--- src/rtl/alu_pkg.sv ---
// Definitions shared by the ALU and its issue controller: opcodes, instruction
// field layout, flag width and the issue FSM states.
package alu_pkg;

    localparam logic [7:0] OP_AND  = 8'h01;
    localparam logic [7:0] OP_OR   = 8'h02;
    localparam logic [7:0] OP_XOR  = 8'h03;
    localparam logic [7:0] OP_ADD  = 8'h05;
    localparam logic [7:0] OP_LSH  = 8'h08;
    localparam logic [7:0] OP_MOV  = 8'h0D;
    localparam logic [7:0] OP_ASHU = 8'h0F;

    // Instruction word layout: [15:8] opcode, [7:4] Rdest, [3:0] Rsrc
    localparam int INSTR_W = 16;
    localparam int OPC_LSB = 8;
    localparam int OPC_W   = 8;
    localparam int RD_LSB  = 4;
    localparam int RS_LSB  = 0;
    localparam int RF_AW   = 4;
    localparam int DATA_W  = 16;
    localparam int FLAG_W  = 5;

    typedef enum logic [1:0] {
        ST_IDLE  = 2'd0,
        ST_ISSUE = 2'd1,
        ST_EXEC  = 2'd2
    } issue_state_e;

    function automatic logic isLegalOp(input logic [7:0] op);
        logic legal;
        case (op)
            OP_AND, OP_OR, OP_XOR, OP_ADD,
            OP_LSH, OP_MOV, OP_ASHU: legal = 1'b1;
            default:                 legal = 1'b0;
        endcase
        return legal;
    endfunction

endpackage

--- src/rtl/regfile16x16.sv ---
// General register file: one synchronous write port, three combinational read
// ports (source operand, destination operand, debug).
module regfile16x16
    import alu_pkg::*;
#(
    parameter int NREGS = 16
) (
    input  logic              clk,
    input  logic              rst_n,
    input  logic              we_i,
    input  logic [RF_AW-1:0]  waddr_i,
    input  logic [DATA_W-1:0] wdata_i,
    input  logic [RF_AW-1:0]  rsAddr_i,
    input  logic [RF_AW-1:0]  rdAddr_i,
    input  logic [RF_AW-1:0]  dbgAddr_i,
    output logic [DATA_W-1:0] rsData_o,
    output logic [DATA_W-1:0] rdData_o,
    output logic [DATA_W-1:0] dbgData_o
);

    logic [DATA_W-1:0] mem_q [NREGS];

    always_ff @(posedge clk or negedge rst_n) begin
        if (!rst_n) begin
            for (int i = 0; i < NREGS; i++) begin
                mem_q[i] <= '0;
            end
        end else if (we_i) begin
            mem_q[waddr_i] <= wdata_i;
        end
    end

    assign rsData_o  = mem_q[rsAddr_i];
    assign rdData_o  = mem_q[rdAddr_i];
    assign dbgData_o = mem_q[dbgAddr_i];

endmodule

--- src/rtl/alu_issue_ctrl.sv ---
// Issues one instruction at a time to the external ALU and writes the result
// back to the register file; three-state sequence IDLE -> ISSUE -> EXEC.
module alu_issue_ctrl
    import alu_pkg::*;
#(
    parameter int NREGS = 16,
    parameter int CNT_W = 16
) (
    input  logic               clk,
    input  logic               rst_n,
    input  logic               instr_valid,
    input  logic [INSTR_W-1:0] instr,
    output logic               instr_ready,
    input  logic               ld_en,
    input  logic [RF_AW-1:0]   ld_addr,
    input  logic [DATA_W-1:0]  ld_data,
    output logic [DATA_W-1:0]  alu_r1,
    output logic [DATA_W-1:0]  alu_r2,
    output logic [7:0]         alu_opcode,
    input  logic [DATA_W-1:0]  alu_out,
    input  logic [FLAG_W-1:0]  alu_flags,
    output logic [FLAG_W-1:0]  psr_flags,
    output logic               done,
    output logic               illegal,
    output logic [CNT_W-1:0]   retired,
    input  logic [RF_AW-1:0]   dbg_addr,
    output logic [DATA_W-1:0]  dbg_data
);

    issue_state_e       state_q;
    logic [INSTR_W-1:0] instr_q;
    logic [DATA_W-1:0]  aluR1_q;
    logic [DATA_W-1:0]  aluR2_q;
    logic [7:0]         aluOpcode_q;
    logic [FLAG_W-1:0]  psrFlags_q;
    logic               done_q;
    logic               illegal_q;
    logic [CNT_W-1:0]   retired_q;

    logic [7:0]         latchedOp;
    logic [RF_AW-1:0]   rdAddr;
    logic [RF_AW-1:0]   rsAddr;
    logic [DATA_W-1:0]  rsData;
    logic [DATA_W-1:0]  rdData;

    logic               rfWe_d;
    logic [RF_AW-1:0]   rfWaddr_d;
    logic [DATA_W-1:0]  rfWdata_d;

    assign latchedOp = instr_q[OPC_LSB +: OPC_W];
    assign rdAddr    = instr_q[RD_LSB +: RF_AW];
    assign rsAddr    = instr_q[RS_LSB +: RF_AW];

    // Host loads own the write port in IDLE, ALU writeback owns it in EXEC
    always_comb begin
        rfWe_d    = 1'b0;
        rfWaddr_d = '0;
        rfWdata_d = '0;
        if (state_q == ST_IDLE && ld_en) begin
            rfWe_d    = 1'b1;
            rfWaddr_d = ld_addr;
            rfWdata_d = ld_data;
        end else if (state_q == ST_EXEC) begin
            rfWe_d    = 1'b1;
            rfWaddr_d = rdAddr;
            rfWdata_d = alu_out;
        end
    end

    regfile16x16 #(
        .NREGS(NREGS)
    ) u_regfile (
        .clk      (clk),
        .rst_n    (rst_n),
        .we_i     (rfWe_d),
        .waddr_i  (rfWaddr_d),
        .wdata_i  (rfWdata_d),
        .rsAddr_i (rsAddr),
        .rdAddr_i (rdAddr),
        .dbgAddr_i(dbg_addr),
        .rsData_o (rsData),
        .rdData_o (rdData),
        .dbgData_o(dbg_data)
    );

    always_ff @(posedge clk or negedge rst_n) begin
        if (!rst_n) begin
            state_q     <= ST_IDLE;
            instr_q     <= '0;
            aluR1_q     <= '0;
            aluR2_q     <= '0;
            aluOpcode_q <= '0;
            psrFlags_q  <= '0;
            done_q      <= 1'b0;
            illegal_q   <= 1'b0;
            retired_q   <= '0;
        end else begin
            done_q    <= 1'b0;
            illegal_q <= 1'b0;
            case (state_q)
                ST_IDLE: begin
                    if (instr_valid) begin
                        instr_q <= instr;
                        state_q <= ST_ISSUE;
                    end
                end
                ST_ISSUE: begin
                    // Operands are read here, so a load at the accept edge is already visible
                    if (isLegalOp(latchedOp)) begin
                        aluR1_q     <= rsData;
                        aluR2_q     <= rdData;
                        aluOpcode_q <= latchedOp;
                        state_q     <= ST_EXEC;
                    end else begin
                        illegal_q <= 1'b1;
                        state_q   <= ST_IDLE;
                    end
                end
                ST_EXEC: begin
                    psrFlags_q <= alu_flags;
                    retired_q  <= retired_q + CNT_W'(1);
                    done_q     <= 1'b1;
                    state_q    <= ST_IDLE;
                end
                default: begin
                    state_q <= ST_IDLE;
                end
            endcase
        end
    end

    assign instr_ready = (state_q == ST_IDLE);
    assign alu_r1      = aluR1_q;
    assign alu_r2      = aluR2_q;
    assign alu_opcode  = aluOpcode_q;
    assign psr_flags   = psrFlags_q;
    assign done        = done_q;
    assign illegal     = illegal_q;
    assign retired     = retired_q;

endmodule

--- config.mk ---
export PLATFORM = sky130hd
export DESIGN_NAME = alu_issue_ctrl
export DESIGN_NICKNAME = d
export VERILOG_FILES = /design/src/rtl/alu_pkg.sv /design/src/rtl/regfile16x16.sv /design/src/rtl/alu_issue_ctrl.sv
export SDC_FILE = /design/constraint.sdc
export NUM_CORES = 1
export LEC_CHECK = 0
export CAP_MARGIN = 20
export CORE_ASPECT_RATIO = 1.1
export CORE_MARGIN = 1.5
export CORE_UTILIZATION = 35
export DETAILED_ROUTE_END_ITERATION = 7
export DONT_BUFFER_PORTS = 1
export PLACE_DENSITY = 0.6
export SETUP_SLACK_MARGIN = 0.5
export SLEW_MARGIN = 20
export SYNTH_ARGS = -nofsm -noshare
export SYNTH_HDL_FRONTEND = slang
export SYNTH_SLANG_ARGS = --single-unit
--- constraint.sdc ---
create_clock -name clk -period 7.6 [get_ports clk]
set_clock_uncertainty 0.05 [all_clocks]
set_input_delay 1.52 -clock clk [delete_from_list [all_inputs] [get_ports clk]]
set_output_delay 1.52 -clock clk [all_outputs]
set_load 0.03 [all_outputs]
==> results.md <==
* Critical path's most frequent cell: mux4_2
* Kind of start point of the critical path: primary input
* Post-place setup slack at around 3.3 ns
* Worst setup path startpoint: dbg_addr[0]
* Critical path required time at 6.03 ns
* Largest fanout on the critical path at 64
* Slew Viols, Final at 0
* Worst VDD drop at between 0.1 and 0.15 mV
* Vias in the first global route at between 10,000 and 15,000
* RSZ-0062 raised after global routing: false
* Overflow after GRT at 0
* First-pass GRT wire length at 78,600 microns
* Area overhead of the layout relative to synthesis at 9.89%
* DRT Pass-1 Iters at 5
* Internal reg-to-reg setup slack at between 4 and 5 ns
* Post-synth ARST share at between 90% and 100%
* Most used flip-flop cell after synthesis: dfrtp_1
* Number of levels in the clock H-tree at 2
* Number of stages on the worst setup path at 2
* Starting Density at between 30% and 40%
* Detailed placer's ending HPWL at around 30,000 microns
* Cell count after synthesis at 1,174
* Min Tclk post-route at between 4 and 5 ns
* CP Data Arrival Time at between 2 and 3 ns
* Sum of negative setup slack at 0 ns
* Largest stage delay on the critical path at between 0.6 and 0.7 ns
* Remaining design rule violation count at 0
* Largest net degree at the start of global routing at approximately 340
* Final-report setup violation count at 0
* Number of max-cap violations at 0
* Top-count cell post-synth: dfrtp_1
* Buffer levels on the longest clock path at 3
* Worst Path Buf+Inv at 0
* DIE HEIGHT at ~250 microns
* Mapped cell area at approximately 19,000 sq um
* Critical path cell sequence: mux4_2 > mux4_2
* Combined global-route utilization of all metal layers at between 10% and 20%
* Synth top area cells: dfrtp_1, mux4_2, mux2_2
* Period utilisation layout at a little under three fifths
* Initial DRC count at between 700 and 800
* Family with the most delay on the worst path: multiplexers
* Slowest cell on the critical path: mux4_2
* Proportion of synthesized chip area in sequential cells at between 40% and 50%
* Setup Buffers After CTS at 0
* Critical path capture point: dbg_data[12]
* Worst Path Class, Setup: in2out
* Mapped Avg Cell Area at 16.2 sq um
* Worst-Margin Slew at around 1.1 ns
* Area leader, netlist: dfrtp_1
* Area share of the largest cell type after synthesis at approximately 44%
* Warnings, synthesis at 0
* Top cells by instance count after synthesis: dfrtp_1, mux2_2, mux4_2, mux2i_1, clkbuf_1
* Number of cells upsized or downsized after cts at 0
* Input/output buffers at 0
* Total wirelength of the detailed-routed design at 52,600 microns
* Sink count of the clock tree at ~340
* Share of final-layout standard cells stronger than drive strength 1 at a little over half
* Clock slew at the register clock pins of the worst setup and hold paths at 0.06 ns
* Capturing element type of the critical path: primary output
* Hold buffers post-CTS at 0
* Root cell of the clock tree: clkbuf_16
* Hold Violations, Final at 0
* Total vias in the final route at between 10,000 and 15,000
* # diodes at 0
* Net count of the mapped netlist at approximately 1,200
* Type of the tightest min-delay check: reg2reg
* CTS buffer count at 38
* Final worst setup slack at around 3.3 ns
* Area of the core at roughly 54,000 sq um
* Later-pin clock latency in the skew report at 0.56 ns
* Achievable clock frequency at ~0.23 GHz
* Power per cell area at 246 nW/um^2
* IO Count at between 100 and 150
* Standby leakage power at about 9.1 nW
* RR Startpoint: state_q[0]$_DFFE_PN0P_
* Reg2Reg Capture Point: u_regfile.mem_q[53]$_DFFE_PN0P_
* Clock tree from TritonCTS: built
* Nets at 1,195
* Library cells used by synthesis at 40
* Antenna Nets Post-Route at 0
* Max transition margin at 24.1%
* Gp weighted congestion at between 0.7 and 0.8
* Register bit count reported by yosys at ~340
* Std cell rows at 89
* Initial antenna violation count at 2
* Worst R2R Path Depth at 5
* Number of enable flip-flop cells after synthesis at 0
* Width of the chip at roughly 230 microns
* Average via count per standard cell at between 5 and 6
* Full die area at about 56,000 sq um
* Result of the run: complete, no violations
* Overall power at approximately 5.1 mW
* Routed wire per std cell at ~28 microns
## flip-flops by register name, indices dropped and copies added (netlist names)
register and flops:
alu_opcode 8, alu_r1 16, alu_r2 16, done 1
illegal 1, instr_q 16, psr_flags 5, retired 16
state_q 2, u_regfile.mem_q 256
## cell type report
| type | instances | area, sq um |
|---|---|---|
| Timing Repair Buffer | 19 | 143 |
| Inverter | 2 | 7.51 |
| Clock inverter | 10 | 82.6 |
| Multi-Input combinational cell | 731 | 10100 |
| Sequential cell | 337 | 8450 |
| Clock buffer | 59 | 1140 |
| Tap cell | 728 | 911 |
| Fill cell | 4848 | 32700 |
## cells by family after synthesis
kind of cell | after synthesis | synth area share (%)
AOI/OAI and AO/OA | 31 | 2.04
adders and majority gates | 1 | 0.0659
xor gates and xnor gates | 15 | 0.692
buffers and inverters | 106 | 2.39
and+or+nand+nor | 66 | 2.02
DFF | 337 | 44.4
muxes | 618 | 48.4
## worst min-delay path by stage
stage	startpoint	end	slack, ns	cells past startpoint
3_5_place_dp	instr_q[13]$_DFFE_PN0P_	instr_q[13]$_DFFE_PN0P_	0.45	1
2_1_floorplan	instr_q[13]$_DFFE_PN0P_	instr_q[13]$_DFFE_PN0P_	0.43	1
3_3_place_gp	instr_q[12]$_DFFE_PN0P_	instr_q[12]$_DFFE_PN0P_	0.44	1
6_report	instr_q[13]$_DFFE_PN0P_	instr_q[13]$_DFFE_PN0P_	0.46	1
4_1_cts	instr_q[13]$_DFFE_PN0P_	instr_q[13]$_DFFE_PN0P_	0.46	1
5_1_grt	instr_q[13]$_DFFE_PN0P_	instr_q[13]$_DFFE_PN0P_	0.48	1
## routing by layer
metal | global-route usage (%) | wire length, microns
met1 | 25.8 | 22600
met2 | 30.4 | 24600
met3 | 4.48 | 3680
met4 | 6.97 | 1770
met5 | 0 | 27
## worst register-to-register path, cell delays in order (launching register included)
cell,delay [ns]
dfrtp_1,0.70
nor2_1,0.67
and2_1,0.70
buf_4,0.36
a22o_1,0.58
mux2_2,0.29
## layout by cell type (no fill, tap or decap), drive strengths merged, types with 5 or more instances in the layout
master,Yosys,layout
nand2,22,22
clkinv,0,9
mux2i,96,96
nand3b,5,5
nand3,6,6
mux2,314,314
clkbuf,46,59
xnor2,11,11
dfrtp,337,337
buf,58,19
a2111oi,5,5
mux4,208,208
a22o,16,16
nor2b,7,7
## power breakdown
part           switching, mW  internal [mW]  leakage (nW)  total [mW]
clock                  0.764           1.07         0.606        1.84
combinational          0.402          0.577          3.96       0.979
sequential             0.320           2.00          4.57        2.32
total                   1.49           3.65          9.14        5.14
## metrics by stage
step / instances / instance area, sq um / hold WS (ns) / utilization, %
3_5_place_dp: 1817 / 19600 / 0.446 / 36.7
4_1_cts: 1886 / 20900 / 0.460 / 38.9
2_1_floorplan: 1174 / 19000 / 0.431 / -
6_report: 1886 / 20900 / 0.461 / 38.9
3_3_place_gp: 1817 / 19600 / 0.442 / 36.7
5_1_grt: 1886 / 20900 / 0.476 / 38.9
(Power assumes the default switching activity.)
